$ cat src/rtl/wb_arb_pkg.sv
// Shared types for the two-master Wishbone read/write arbiter.
package wb_arb_pkg;

    typedef enum logic [1:0] {
        IDLE  = 2'd0,
        OWN_A = 2'd1,
        OWN_B = 2'd2,
        ABORT = 2'd3
    } owner_state_t;

    typedef enum logic {
        MASTER_A = 1'b0,
        MASTER_B = 1'b1
    } master_t;

    // B counts as the previous owner after reset so A wins the first tie.
    localparam master_t OWNER_RESET = MASTER_B;

endpackage

$ cat src/rtl/wb_arb_ack_watchdog.sv
// Outstanding-request counter plus ack watchdog for the current bus owner.
module wb_ack_watchdog #(
    parameter int LGDEPTH = 4,
    parameter int TIMEOUT = 0
) (
    input  logic i_clk,
    input  logic i_reset,
    input  logic i_req,
    input  logic i_ack,
    input  logic i_err,
    input  logic i_clear,
    output logic o_saturated,
    output logic o_timeout
);

    localparam logic [LGDEPTH-1:0] COUNT_MAX = '1;

    logic [LGDEPTH-1:0] count_q, count_d;

    assign o_saturated = (count_q == COUNT_MAX);

    // Outstanding count: clears on err/clear, never wraps or underflows.
    always_comb begin
        count_d = count_q;
        if (i_clear || i_err) begin
            count_d = '0;
        end else if (i_req && !i_ack) begin
            if (!o_saturated) count_d = count_q + 1'b1;
        end else if (i_ack && !i_req) begin
            if (count_q != '0) count_d = count_q - 1'b1;
        end
    end

    // Outstanding count register.
    always_ff @(posedge i_clk or posedge i_reset) begin
        if (i_reset) count_q <= '0;
        else         count_q <= count_d;
    end

    if (TIMEOUT > 0) begin : g_watchdog
        localparam int TW = (TIMEOUT > 1) ? $clog2(TIMEOUT + 1) : 1;
        localparam logic [TW-1:0] TLIM = TW'(TIMEOUT - 1);

        logic [TW-1:0] timer_q, timer_d;
        logic          waiting;

        assign waiting   = !i_clear && !i_ack && !i_err && (count_q != '0);
        assign o_timeout = waiting && (timer_q == TLIM);

        // Timer counts ack-less cycles while requests are outstanding.
        always_comb begin
            timer_d = timer_q;
            if (!waiting)             timer_d = '0;
            else if (timer_q != TLIM) timer_d = timer_q + 1'b1;
        end

        // Watchdog timer register.
        always_ff @(posedge i_clk or posedge i_reset) begin
            if (i_reset) timer_q <= '0;
            else         timer_q <= timer_d;
        end
    end else begin : g_no_watchdog
        assign o_timeout = 1'b0;
    end

endmodule

$ cat src/rtl/wb_rdwr_arbiter.sv
// Two-master round-robin Wishbone B4 pipelined arbiter with ack watchdog.
module wb_rdwr_arbiter
    import wb_arb_pkg::*;
#(
    parameter int AW      = 26,
    parameter int DW      = 32,
    parameter int LGDEPTH = 4,
    parameter int TIMEOUT = 0
) (
    input  logic            i_clk,
    input  logic            i_reset,
    input  logic            i_a_cyc,
    input  logic            i_a_stb,
    input  logic            i_a_we,
    input  logic [AW-1:0]   i_a_addr,
    input  logic [DW-1:0]   i_a_data,
    input  logic [DW/8-1:0] i_a_sel,
    output logic            o_a_stall,
    output logic            o_a_ack,
    output logic            o_a_err,
    output logic [DW-1:0]   o_a_data,
    input  logic            i_b_cyc,
    input  logic            i_b_stb,
    input  logic            i_b_we,
    input  logic [AW-1:0]   i_b_addr,
    input  logic [DW-1:0]   i_b_data,
    input  logic [DW/8-1:0] i_b_sel,
    output logic            o_b_stall,
    output logic            o_b_ack,
    output logic            o_b_err,
    output logic [DW-1:0]   o_b_data,
    output logic            o_wb_cyc,
    output logic            o_wb_stb,
    output logic            o_wb_we,
    output logic [AW-1:0]   o_wb_addr,
    output logic [DW-1:0]   o_wb_data,
    output logic [DW/8-1:0] o_wb_sel,
    input  logic            i_wb_stall,
    input  logic            i_wb_ack,
    input  logic            i_wb_err,
    input  logic [DW-1:0]   i_wb_data
);

    owner_state_t state_q, state_d;
    master_t      last_owner_q, last_owner_d;

    logic own_a, own_b;
    logic owner_cyc, owner_stb;
    logic bus_stb, bus_ack, bus_err;
    logic wd_saturated, wd_timeout, wd_fire;

    assign own_a     = (state_q == OWN_A);
    assign own_b     = (state_q == OWN_B);
    assign owner_cyc = (own_a && i_a_cyc) || (own_b && i_b_cyc);
    assign owner_stb = (own_a && i_a_stb) || (own_b && i_b_stb);
    // Strobe is withheld at saturation so the slave never sees a request
    // the owner was told is stalled.
    assign bus_stb   = owner_cyc && owner_stb && !wd_saturated;
    assign bus_ack   = i_wb_ack && owner_cyc;
    assign bus_err   = i_wb_err && owner_cyc;
    assign wd_fire   = wd_timeout && owner_cyc;

    assign o_a_data  = i_wb_data;
    assign o_b_data  = i_wb_data;

    wb_ack_watchdog #(
        .LGDEPTH (LGDEPTH),
        .TIMEOUT (TIMEOUT)
    ) u_watchdog (
        .i_clk       (i_clk),
        .i_reset     (i_reset),
        .i_req       (bus_stb && !i_wb_stall),
        .i_ack       (bus_ack),
        .i_err       (bus_err),
        .i_clear     (!owner_cyc),
        .o_saturated (wd_saturated),
        .o_timeout   (wd_timeout)
    );

    // Route the owner's request to the slave and the slave's response back.
    always_comb begin
        o_wb_cyc  = owner_cyc;
        o_wb_stb  = bus_stb;
        o_wb_we   = 1'b0;
        o_wb_addr = '0;
        o_wb_data = '0;
        o_wb_sel  = '0;
        o_a_stall = 1'b1;
        o_a_ack   = 1'b0;
        o_a_err   = 1'b0;
        o_b_stall = 1'b1;
        o_b_ack   = 1'b0;
        o_b_err   = 1'b0;
        if (own_a) begin
            o_wb_we   = i_a_we;
            o_wb_addr = i_a_addr;
            o_wb_data = i_a_data;
            o_wb_sel  = i_a_sel;
            o_a_stall = i_wb_stall || wd_saturated;
            o_a_ack   = bus_ack;
            o_a_err   = bus_err || wd_fire;
        end else if (own_b) begin
            o_wb_we   = i_b_we;
            o_wb_addr = i_b_addr;
            o_wb_data = i_b_data;
            o_wb_sel  = i_b_sel;
            o_b_stall = i_wb_stall || wd_saturated;
            o_b_ack   = bus_ack;
            o_b_err   = bus_err || wd_fire;
        end
    end

    // Ownership next-state: round-robin grant, release handoff, abort.
    always_comb begin
        state_d      = state_q;
        last_owner_d = last_owner_q;
        case (state_q)
            IDLE: begin
                if (i_a_cyc && i_b_cyc) begin
                    if (last_owner_q == MASTER_B) begin
                        state_d      = OWN_A;
                        last_owner_d = MASTER_A;
                    end else begin
                        state_d      = OWN_B;
                        last_owner_d = MASTER_B;
                    end
                end else if (i_a_cyc) begin
                    state_d      = OWN_A;
                    last_owner_d = MASTER_A;
                end else if (i_b_cyc) begin
                    state_d      = OWN_B;
                    last_owner_d = MASTER_B;
                end
            end
            OWN_A: begin
                if (!i_a_cyc) begin
                    if (i_b_cyc) begin
                        state_d      = OWN_B;
                        last_owner_d = MASTER_B;
                    end else begin
                        state_d = IDLE;
                    end
                end else if (wd_fire) begin
                    state_d = ABORT;
                end
            end
            OWN_B: begin
                if (!i_b_cyc) begin
                    if (i_a_cyc) begin
                        state_d      = OWN_A;
                        last_owner_d = MASTER_A;
                    end else begin
                        state_d = IDLE;
                    end
                end else if (wd_fire) begin
                    state_d = ABORT;
                end
            end
            ABORT: begin
                if ((last_owner_q == MASTER_A) ? !i_a_cyc : !i_b_cyc)
                    state_d = IDLE;
            end
            default: state_d = IDLE;
        endcase
    end

    // Owner state and round-robin history registers.
    always_ff @(posedge i_clk or posedge i_reset) begin
        if (i_reset) begin
            state_q      <= IDLE;
            last_owner_q <= OWNER_RESET;
        end else begin
            state_q      <= state_d;
            last_owner_q <= last_owner_d;
        end
    end

endmodule
$ cat config.mk
export PLATFORM = sky130hd
export DESIGN_NAME = wb_rdwr_arbiter
export DESIGN_NICKNAME = d
export VERILOG_FILES = /design/src/rtl/wb_arb_pkg.sv /design/src/rtl/wb_arb_ack_watchdog.sv /design/src/rtl/wb_rdwr_arbiter.sv
export SDC_FILE = /design/constraint.sdc
export NUM_CORES = 1
export LEC_CHECK = 0
export BUFFER_PORTS_ARGS = -buffer_cell sky130_fd_sc_hd__buf_2
export CAP_MARGIN = 20
export CORE_AREA = 2 2 117 119
export CTS_CLUSTER_SIZE = 14
export DETAILED_ROUTE_END_ITERATION = 16
export DIE_AREA = 0 0 119 121
export GPL_ROUTABILITY_DRIVEN = 0
export PLACE_DENSITY = 0.52
export SYNTH_ARGS = -nofsm -noshare
export SYNTH_HDL_FRONTEND = slang
export SYNTH_SLANG_ARGS = --single-unit
$ cat constraint.sdc
create_clock -name i_clk -period 9.25 [get_ports i_clk]
set_input_delay 0.925 -clock i_clk [delete_from_list [all_inputs] [get_ports i_clk]]
set_output_delay 0.925 -clock i_clk [all_outputs]
set_load 0.02 [all_outputs]
[Word level (Yosys, flattened, before mapping)]
Index checks and enable logic that the tools add are counted.
Operators by class
  add/sub/neg operators: 2
  eq/ne operators: 10
  multiplexer cells: 41
  reductions and logical operators: 31
Operators by type and width (count)
  32-bit two-way mux: 2
  26-bit two-way mux: 2
  4-bit two-way mux: 7
  1-bit two-way mux: 20
  2-bit two-way mux: 8
  1-bit logical AND: 12
  3-bit nonzero test: 3
  2-bit != test (second input constant): 4
  2-bit one-hot mux with 4 select lines: 1
  4-bit AND reduction: 2
  1-bit logical NOT: 7
  4-bit by 1-bit adder with 4-bit output (second input constant): 1
  2-bit == test (second input constant): 2
  4-bit == test (second input constant): 1
  1-bit logical OR: 4
  4-bit != test (second input constant): 1
  4-bit nonzero test: 1
  4-bit by 1-bit subtractor with 4-bit output (second input constant): 1
  3-bit != test (second input constant): 1
  1-bit one-hot mux with 3 select lines: 1
  3-bit AND reduction: 1
  2-bit by 1-bit == test with 1-bit output (second input constant): 1
  2-bit logical NOT: 1
Storage, ports and cells
  bits in registers: 7
  output and inout bits: 135
  logic and storage cells: 87

[Logic depth before layout (Yosys ltp)]
  word-level depth: 11
  mapped depth: 13
  gate-level depth less buffers: 13

[Cells and area by module]
From an unflattened synthesis, not the netlist that was laid out.
Second synthesis, totals
  cell total of the unflattened synthesis: 320
  area, all modules: 2034.5 sq um
By module, submodules not included
  wb_rdwr_arbiter: instances 1, cells an instance 286, area an instance 1714.1 sq um, seq. area each 76.3 sq um
  wb_ack_watchdog: instances 1, cells an instance 34, area an instance 320.3 sq um, seq. area each 100.1 sq um

[Worst setup path before layout]
OpenSTA, ideal clock, no wires.
  path kind: input to register
  from: in i_a_stb
  to: reg u_watchdog.count_q[3]
  library setup time: 0.125 ns
  arrival time: 2.883 ns
  data required time: 9.125 ns
  setup slack: 6.242 ns
  cell stages on the path: 11
  path buffers: 0
  cells stage by stage: a21o_1 -> a32o_1 -> a32oi_1 -> nor3_1 -> ha_1 -> inv_1 -> ha_1 -> a21oi_1 -> a21oi_1 -> o211ai_2 -> mux2_4
On the way
  word-level cells in the longest chain between the ends: 9
  elaborated cells between the ends (all ways): 14
  those cells by class: 1 x eq/ne; 2 x mux; 11 x reduce/logical
RTL lines
  start, declared: RTL line wb_rdwr_arbiter.sv:13  | input logic i_a_stb,
  1-bit logical AND *: RTL line wb_rdwr_arbiter.sv:55  | assign owner_stb = (own_a && i_a_stb) || (own_b && i_b_stb);
  1-bit logical OR *: RTL line wb_rdwr_arbiter.sv:55
  1-bit logical AND * (2 in series): RTL line wb_rdwr_arbiter.sv:58  | assign bus_stb = owner_cyc && owner_stb && !wd_saturated;
  1-bit logical AND *: RTL line wb_rdwr_arbiter.sv:72  | .i_req (bus_stb && !i_wb_stall),
  1-bit logical NOT: RTL line wb_arb_ack_watchdog.sv:29  | end else if (i_ack && !i_req) begin
  1-bit logical AND: RTL line wb_arb_ack_watchdog.sv:29
  3-bit nonzero test (no line)
  3-bit AND reduction (no line)
  end signal, assigned: RTL line wb_arb_ack_watchdog.sv:37  | else count_q <= count_d;
  end, declared: RTL line wb_arb_ack_watchdog.sv:18  | logic [LGDEPTH-1:0] count_q, count_d;
Mark *: on every way between the ends. The rest lies on a longest branch, timed or not.
A chain may end at the register's enable or synchronous reset.

[Worst setup path in the final report]
  from: reg state_q[0]
  to: reg u_watchdog.count_q[3]
On the way
  word-level cells in the longest chain between the ends: 10
  elaborated cells between the ends (all ways): 25
  those cells by class: 3 x eq/ne; 2 x mux; 20 x reduce/logical
RTL lines
  start, declared: RTL line wb_rdwr_arbiter.sv:44  | owner_state_t state_q, state_d;
  start signal, assigned: RTL line wb_rdwr_arbiter.sv:173  | state_q <= state_d;
  2-bit by 1-bit == test with 1-bit output / 2-bit == test (equally long branches): RTL line wb_rdwr_arbiter.sv:52, wb_rdwr_arbiter.sv:53
  1-bit logical AND (on tied branches): RTL line wb_rdwr_arbiter.sv:54, wb_rdwr_arbiter.sv:55
  1-bit logical OR (on tied branches): RTL line wb_rdwr_arbiter.sv:54, wb_rdwr_arbiter.sv:55
  1-bit logical AND (2 in series): RTL line wb_rdwr_arbiter.sv:58
  1-bit logical AND: RTL line wb_rdwr_arbiter.sv:72
  1-bit logical NOT: RTL line wb_arb_ack_watchdog.sv:29
  1-bit logical AND: RTL line wb_arb_ack_watchdog.sv:29
  3-bit nonzero test (no line)
  3-bit AND reduction (no line)
Several ways; a longest one is shown, not always the timed one.

==> results.md <==
Outcome:
- The run finished with clean final reports.

Synth:
- The most used standard cell by instance count after synthesis is nand2_1.
- After synthesis, the most frequently instantiated cells are 121 x nand2_1, 64 x buf_4, 58 x o21ai_0.
- Synthesis handed over a netlist of 345 instances.
- The share of flip-flops with an asynchronous set or reset is 100%.
- The number of flops mapped to enable cells by yosys is 0.
- Of the post-synthesis cell area, the dominant cell type holds 23.1%.
- Summing every instance area after synthesis gives 2080 µm².
- For this run, the leading register cell type out of synthesis is dfrtp_1.
- By area the synthesized netlist is led by buf_4 23%, nand2_1 22%, o21ai_0 14%.
- buf_4 takes more of the synthesized area than any other cell.
- The warning count from the yosys run is 0.
- In this run, distinct cell masters in the synthesized netlist total 39.
- The post-synthesis register bit count is 7.
- The net count of the mapped netlist is 522.
- A synthesized cell averages 6.03 µm².
- The sequential element share of the synthesized area is 8.48%.

Detailed routing:
- In the routed design, unresolved DRC markers number 0.
- The starting DRC count in detailed routing is 94.
- Summing over every cut layer, the via total after detailed routing is 2542.
- The routed length per placed instance is 11.3 µm.
- The average vias per placed instance is 3.94.
- The final wirelength is 7290 µm.
- For this run, the detailed router's first-pass iteration total came to 4.
- The wire length on met2 is 3480 µm.
- The post-route antenna net violation count is 0.
- The detailed router put a total of 2910 µm of wire on met1.
- The routed design uses 690 µm of met3 wire.
- The uppermost layer routed is met4.

Clocking:
- Post-CTS repair changed the size of 0 cells.
- The CTS tree is done.
- In this run the clock root is driven by a clkbuf_16.
- The number of levels in the clock H-tree is 1.
- The count of buffers added by post-CTS timing repair for setup is 0.
- The clock-pin slew on the worst setup and hold paths is 40 ps.
- The clock latency at the later pin of the worst-skew pair is 230 ps.
- The number of clock buffers inserted by TritonCTS is 3.
- Clock tree synthesis found a total of 7 sinks.
- Counting along the longest clock path gives a buffer depth of 2.
- Hold repair after CTS inserted 0 buffers.

Final layout:
- The layout has 1510 filler cells.
- The area added between synthesis and finish is 37.3%.
- For this run, the number of standard cells in the final layout without fillers is 645.
- The post-route netlist has 47.1% of its cells at a drive strength greater than 1.
- The number of antenna diodes in the final layout is 0.
- After the last flow step, the layout net total stands at 647.

Worst hold path:
- The worst min-delay path category is reg2reg.

STA:
- The max-slew violation total from the final report is 0.
- The final number of hold-violating endpoints is 0.
- The fmax is 0.277 GHz.
- The clock tree skew after final layout is 2.92 ps.
- Setup repair after global routing left no endpoint under its margin.
- The post-route minimum period is 3620 ps.
- Dividing the final minimum period by the clock period gives 39.1%.
- The transition time at the pin with the least slew margin is 738 ps.
- The setup TNS is 0 ps.
- The number of failing setup endpoints in the final timing report is 0.
- The worst pin sits at a relative slew slack of 50.7%.

Worst setup path:
- For the worst setup path, the data arrival time is 3730 ps.
- The critical path class is reg2reg.
- In this run the worst setup path begins at state_q[0].
- The worst setup path is captured at a flip-flop.
- The number of cells on the worst reg-to-reg path is 14.
- Of all nets on the critical path, the largest fanout is 66.
- The timing endpoint of the critical path is u_watchdog.count_q[3].
- The destination of the worst register-to-register timing path is u_watchdog.count_q[3].
- The kind of start point of the critical path is a flip-flop.
- The reg-to-reg setup timing slack is 5630 ps.
- At the worst endpoint, the required time is 9360 ps.
- The worst register-to-register path begins at state_q[0].

Global routing:
- Entering global routing, the biggest net connects 72 pins.
- The number of antenna violations at the first check in global routing is 0.
- Across every metal layer, demand over resource in global routing totals 8.72%.
- The global-route wire length before repair is 10300 µm.
- The total grt overflow is 0.
- The via count of the first global-routing pass is 2107.

Floorplanning:
- From left edge to right edge, the die measures 119 µm.
- For this design the top-level I/O count stands at 302.
- The initialized floorplan defines 42 standard-cell rows.
- The height of the die is 121 µm.
- The initial core utilization is 15.9%.
- The area of the core is 13100 µm².
- The overall die area is 14400 µm².

Placement:
- After detailed placement, the design holds a cell count of 641.
- During placement, the flow inserted port buffers numbering 205.
- The HPWL reported at the end of detailed placement is 5920 µm.

Flow run:
- The tool flagged a number of max-cap violations equal to 0.

Pwr:
- IR analysis of the VDD net gives a maximum drop of 0.0805 mV.
- In this run the power density over the cells is 266 nW/µm².
- The leakage component of the power is 1.49 nW.
placed cells by master (no fill, tap or decap), drive strengths merged:
| cell | instances |
|---|---|
| a21o | 2 |
| ha | 9 |
| nand2b | 3 |
| a31oi | 1 |
| buf | 207 |
| nor3 | 2 |
| and3 | 3 |
| nor3b | 2 |
| o211ai | 2 |
| fa | 1 |
| a211oi | 1 |
| nand3 | 3 |
| nor2 | 8 |
| mux2 | 3 |
| a32oi | 1 |
| nand3b | 1 |
| clkbuf | 4 |
| xnor2 | 1 |
| o2111ai | 1 |
| and4 | 1 |
| nor2b | 1 |
| a311oi | 1 |
| nand2 | 121 |
| a32o | 1 |
| o21ai | 58 |
| a22o | 7 |
| a221oi | 2 |
| dfrtp | 6 |
| inv | 8 |
| dfstp | 1 |
| a22oi | 1 |
| a21oi | 6 |
critical path, stage by stage (launching register included):
cell	delay, ps
dfrtp_1	430
inv_1	150
ha_2	180
buf_4	550
a21o_1	210
a32o_1	110
a32oi_1	70
nor3_1	180
ha_1	340
inv_1	140
ha_1	360
a21oi_1	200
a21oi_1	100
o211ai_2	180
mux2_4	310
metal layers:
layer / GRT usage [%] / vias to the layer above
met1: 9.98 / 1047
met2: 15.5 / 158
met3: 2.02 / 18
met4: 3.79 / 0
li1: - / 1319
met5: 0 / -
worst min-delay path by stage:
stage / start / endpoint / slack (ps) / cells past startpoint
after global routing: u_watchdog.count_q[2] / u_watchdog.count_q[2] / 610 / 2
final: last_owner_q / last_owner_q / 570 / 2
after global placement: last_owner_q / last_owner_q / 580 / 2
after detailed placement: last_owner_q / last_owner_q / 560 / 2
after floorplan: u_watchdog.count_q[2] / u_watchdog.count_q[2] / 530 / 2
after CTS: last_owner_q / last_owner_q / 570 / 2
registers in the layout, summed over array words and instances (netlist names):
name / flops
last_owner_q: 1
u_watchdog.count_q: 4
state_q: 2
final cells by class:
type	instances	area, µm²	share of cell area [%]
Timing Repair Buffer	207	1040	36.5
Multi-Input combinational cell	243	1310	45.8
Inverter	8	30.0	1.05
Clock buffer	4	78.8	2.76
Sequential cell	7	176	6.18
Tap cell	176	220	7.71
power breakdown:
part | switching [mW] | internal [mW]
Clock | 0.0164 | 0.0574
Combinational | 0.431 | 0.207
Sequential | 0.00877 | 0.0391
Total | 0.457 | 0.304
per-stage QoR:
| step | total power, mW | cell area [µm²] | hold slack (ps) | util, % | setup slack [ps] |
|---|---|---|---|---|---|
| floorplan | 0.521 | 2080 | 534 | - | 6240 |
| global placement | 0.696 | 2780 | 579 | 21.2 | 5680 |
| detailed placement | 0.694 | 2780 | 558 | 21.2 | 5630 |
| CTS | 0.772 | 2860 | 573 | 21.8 | 5570 |
| global route | 0.825 | 2860 | 607 | 21.8 | 5350 |
| finish | 0.760 | 2860 | 575 | 21.8 | 5630 |
logic make-up after synthesis:
group           share of synthesized area, %
buf+inv                                 29.3
simple gates                            28.2
fa+ha+maj                               6.38
compound gates                          25.2
mux                                     1.99
xor+xnor                               0.421
flops                                   8.48
(Power assumes the default switching activity.)
